[src/rtl/i2c_master.sv]
// Byte-level I2C bus master: executes START / WRITE / READ / STOP commands one at a time,
// driving open-drain SCL/SDA with four quarter-period phases per bit-step.
module i2c_master #(
    parameter int CLK_DIV = 60
) (
    input  logic       clk,
    input  logic       rst,
    input  logic       cmd_valid,
    output logic       cmd_ready,
    input  logic [2:0] cmd,
    input  logic [7:0] wdata,
    input  logic       rd_nack,
    output logic       rsp_valid,
    output logic [7:0] rdata,
    output logic       ack_in,
    output logic       busy,
    output logic       scl_o,
    output logic       sda_o,
    input  logic       sda_i
);

    localparam int CW = (CLK_DIV > 2) ? $clog2(CLK_DIV) : 1;
    localparam logic [CW-1:0] TICK_MAX = CW'(CLK_DIV - 1);
    localparam logic [CW-1:0] TICK_ONE = CW'(1);

    typedef enum logic [2:0] {
        S_IDLE,
        S_START,
        S_WRITE,
        S_READ,
        S_STOP
    } state_t;

    state_t        state;
    logic [CW-1:0] tick_cnt;
    logic [1:0]    phase;
    logic [3:0]    bit_cnt;
    logic [7:0]    tx_bits;
    logic [7:0]    rx_bits;
    logic          ack_bit;
    logic          tick;

    assign busy      = (state != S_IDLE);
    assign cmd_ready = ~busy;
    assign tick      = busy && (tick_cnt == TICK_MAX);

    // The accept cycle itself is tick slot 0, so the counter starts at 1 after the accept edge;
    // every pin action belongs to the edge that enters its phase.
    always_ff @(posedge clk or posedge rst) begin
        if (rst) begin
            state     <= S_IDLE;
            tick_cnt  <= '0;
            phase     <= 2'd0;
            bit_cnt   <= 4'd0;
            tx_bits   <= 8'h00;
            rx_bits   <= 8'h00;
            ack_bit   <= 1'b0;
            rsp_valid <= 1'b0;
            rdata     <= 8'h00;
            ack_in    <= 1'b0;
            scl_o     <= 1'b1;
            sda_o     <= 1'b1;
        end else begin
            rsp_valid <= 1'b0;
            if (!busy) begin
                if (cmd_valid) begin
                    tick_cnt <= TICK_ONE;
                    phase    <= 2'd0;
                    bit_cnt  <= 4'd0;
                    case (cmd)
                        3'd0: begin
                            state <= S_START;
                            sda_o <= 1'b1;
                        end
                        3'd1: begin
                            state   <= S_WRITE;
                            scl_o   <= 1'b0;
                            sda_o   <= wdata[7];
                            tx_bits <= {wdata[6:0], 1'b1};
                        end
                        3'd2: begin
                            state   <= S_READ;
                            scl_o   <= 1'b0;
                            sda_o   <= 1'b1;
                            tx_bits <= {7'h7F, rd_nack};
                        end
                        3'd3: begin
                            state <= S_STOP;
                            sda_o <= 1'b0;
                        end
                        default: rsp_valid <= 1'b1;
                    endcase
                end
            end else if (!tick) begin
                tick_cnt <= tick_cnt + TICK_ONE;
            end else begin
                tick_cnt <= '0;
                phase    <= phase + 2'd1;
                case (state)
                    S_START: begin
                        case (phase)
                            2'd0: scl_o <= 1'b1;
                            2'd1: sda_o <= 1'b0;
                            2'd2: scl_o <= 1'b0;
                            default: begin
                                state     <= S_IDLE;
                                rsp_valid <= 1'b1;
                            end
                        endcase
                    end
                    S_STOP: begin
                        case (phase)
                            2'd0: scl_o <= 1'b1;
                            2'd1: sda_o <= 1'b1;
                            2'd3: begin
                                state     <= S_IDLE;
                                rsp_valid <= 1'b1;
                            end
                            default: begin
                            end
                        endcase
                    end
                    S_WRITE, S_READ: begin
                        case (phase)
                            2'd0: scl_o <= 1'b1;
                            2'd1: begin
                                if (bit_cnt == 4'd8) begin
                                    ack_bit <= sda_i;
                                end else begin
                                    rx_bits <= {rx_bits[6:0], sda_i};
                                end
                            end
                            2'd2: scl_o <= 1'b0;
                            default: begin
                                if (bit_cnt == 4'd8) begin
                                    state     <= S_IDLE;
                                    rsp_valid <= 1'b1;
                                    if (state == S_WRITE) begin
                                        ack_in <= ack_bit;
                                    end else begin
                                        rdata <= rx_bits;
                                    end
                                end else begin
                                    bit_cnt <= bit_cnt + 4'd1;
                                    scl_o   <= 1'b0;
                                    sda_o   <= tx_bits[7];
                                    tx_bits <= {tx_bits[6:0], 1'b1};
                                end
                            end
                        endcase
                    end
                    default: state <= S_IDLE;
                endcase
            end
        end
    end

endmodule
[config.mk]
export PLATFORM = sky130hd
export DESIGN_NAME = i2c_master
export DESIGN_NICKNAME = d
export VERILOG_FILES = /design/src/rtl/i2c_master.sv
export SDC_FILE = /design/constraint.sdc
export NUM_CORES = 1
export LEC_CHECK = 0
export BUFFER_PORTS_ARGS = -buffer_cell sky130_fd_sc_hd__buf_2
export CORE_ASPECT_RATIO = 2
export CORE_MARGIN = 4
export CORE_UTILIZATION = 40
export CTS_CLUSTER_SIZE = 12
export DETAILED_ROUTE_END_ITERATION = 6
export PLACE_DENSITY = 0.68
export SLEW_MARGIN = 20
export SYNTH_ARGS = -nofsm -noshare
export SYNTH_HDL_FRONTEND = slang
export SYNTH_SLANG_ARGS = --single-unit
[constraint.sdc]
create_clock -name clk -period 2.96 [get_ports clk]
set_input_delay 0.296 -clock clk [delete_from_list [all_inputs] [get_ports clk]]
set_output_delay 0.296 -clock clk [all_outputs]
set_load 0.005 [all_outputs]
==> out/results.tsv <==
metric	value	unit
async_reset_ff_share	100	%
hp-class	input pin to async pin	
multi_input_area	1100	um^2
synthesis.area	2280	um^2
slew_viol_final	0	
port_buffers	29	
die_x	61.4	um
synthesis.nets	245	
rows	38	
grt_pass1_wl	8220	um
slew_headroom	38.5	%
numCtsBuffers	5	
cts_tree	yes	
start_kind	flip-flop	
start_util	41.8	%
reg2reg_from	state[1]$_DFFE_PP0P_	
max_freq	0.420	GHz
dieArea	7050	um^2
clk_pin_slew_worst_paths	0.08	ns
clk_path_buf_depth	2	
coreArea	5470	um^2
critical_path_class	flip-flop to flip-flop	
maxCapViolations	0	
dp_hpwl	3660	um
clkSinkCount	44	
tightest_slew	0.917	ns
overflow	0	
layout_commonest_cell	dfrtp_1	
synth_edf_count	0	
grt_pass1_vias	1820	
regArea	1100	um^2
rsz0062_at_grt	false	
min_period	2.38	ns
synthTopCellsByArea	dfrtp_1 46%, mux2_2 10%, o21ai_0 6.4%	
most-common-layout-cells	42 x dfrtp_1, 29 x o21ai_0, 29 x buf_2	
cp.required	3.10	ns
final.period_utilization	80.4	%
num_antenna_cells	0	
fin_total_pwr	1.88	mW
routedWlPerCell	15.1	um
cellLeakagePower	1.22	nW
dieHeight	115	um
h-tree-depth	2	
clock_latency	0.29	ns
vias_per_cell	5.56	
drt-initial-drc-count	38	
ys_dominant_reg_cell	dfrtp_1	
vias	1740	
synth_warnings	0	
synthDistinctLibCells	46	
synth_area_leader_cell	dfrtp_1	
grt_max_degree	27	
io_pins	30	
syn_inst	222	
antenna_found_initial	0	
post_cts_buffers	0	
area_growth	14.8	%
fin_skew	0.00780	ns
cts-root-buf	clkbuf_8	
drc	0	
setup_violations	0	
ir_drop	0.456	mV
synth-seq-area-share	48.3	%
place_congestion	0.830	
drive_gt1_share	26.9	%
first_pass_iters	4	
finalHoldViolCount	0	
ys_ff_latch	44	
status	finished clean	
critical_path_arrival	2.52	ns
fillers	534	
crit_start	state[1]$_DFFE_PP0P_	
grtUsageTotal	15.1	%
wirelength	4720	um
postRouteAntennaNets	0	
nets	276	
syn_area_per_cell	10.3	um^2
power_density	719	nW/um^2
ctsHoldBuffers	0	
synth.top_cell.area_share	46.0	%
critPathMaxFanout	16	
cts_resized	0	
setup_tns	0	ns
endpoint_kind	flip-flop	
cell type report:
| type | count | area share, % |
|---|---|---|
| flip-flops and latches | 44 | 42.1 |
| clock inverters | 2 | 2.29 |
| well taps | 60 | 2.86 |
| inverters | 10 | 1.43 |
| repair buffers | 33 | 6.68 |
| clock buffers | 5 | 2.62 |
| multi-input cells | 159 | 42.0 |
cells in the mapped netlist, types with 3 or more instances:
library cell,count
dfrtp_1,42
o21ai_0,29
nand2_1,23
mux2_2,21
nor2_1,14
inv_1,9
ha_1,7
o22ai_1,7
a21oi_1,5
buf_2,5
nor2b_1,5
clkbuf_1,4
nand2b_1,4
a211oi_1,3
nand3b_1,3
nor3_1,3
per-layer routing:
| layer | track usage, % | part of all wire [%] |
|---|---|---|
| met1 | 17.4 | 40 |
| met2 | 26.6 | 55 |
| met3 | 2.81 | 3.3 |
| met4 | 5.81 | 1.7 |
| met5 | 0 | 0 |
power by group:
| part | leakage [nW] | switching, mW | internal [mW] |
|---|---|---|---|
| Combinational | 0.576 | 0.288 | 0.224 |
| Sequential | 0.583 | 0.122 | 0.727 |
| Clock | 0.0642 | 0.192 | 0.332 |
per-stage QoR:
stage               util [%]  instances  hold slack (ns)  instance area (um^2)  setup WS [ns]
global route            48.0        313            0.145                  2620          0.332
finish                  48.0        313           0.0793                  2620          0.581
detailed placement      45.6        306            0.435                  2490          0.606
floorplan                  -        222            0.435                  2280           1.00
CTS                     48.0        313            0.108                  2620          0.581
global placement        45.6        306            0.428                  2490          0.670
final timing paths:
path | end | slack [ns] | cells after the start
max in group asynchronous | sda_o$_DFFE_PP1P_ | 2.12 | 3
min | bit_cnt[0]$_DFFE_PP0P_ | 0.08 | 2
max reg2reg | tx_bits[7]$_DFFE_PP0P_ | 0.58 | 4
min in group clk | rx_bits[0]$_DFFE_PP0P_ | 0.26 | 2
min reg2reg | tx_bits[6]$_DFFE_PP0P_ | 0.49 | 2
max | tx_bits[7]$_DFFE_PP0P_ | 0.58 | 4
critical path, cell delays in order (launching register included):
cell and delay [ns]:
dfrtp_1 0.57, nor3_4 0.52, nor4b_4 0.17, o21ai_1 0.73
o21ai_0 0.23
flip-flops by register name, indices dropped and copies added (netlist names):
register	flops
ack_bit	1
ack_in	1
bit_cnt	4
phase	2
rdata	8
rsp_valid	1
rx_bits	8
scl_o	1
sda_o	1
state	3
tick_cnt	6
tx_bits	8
cell families after synthesis:
logic type / after synthesis / synth area share (%)
compound gates: 58 / 15.6
flops: 44 / 48.3
xor+xnor: 1 / 0.384
fa+ha+maj: 8 / 4.27
mux: 23 / 11.3
buf+inv: 19 / 3.40
simple gates: 69 / 16.8
Note: power is estimated with default switching activity, not from simulation.
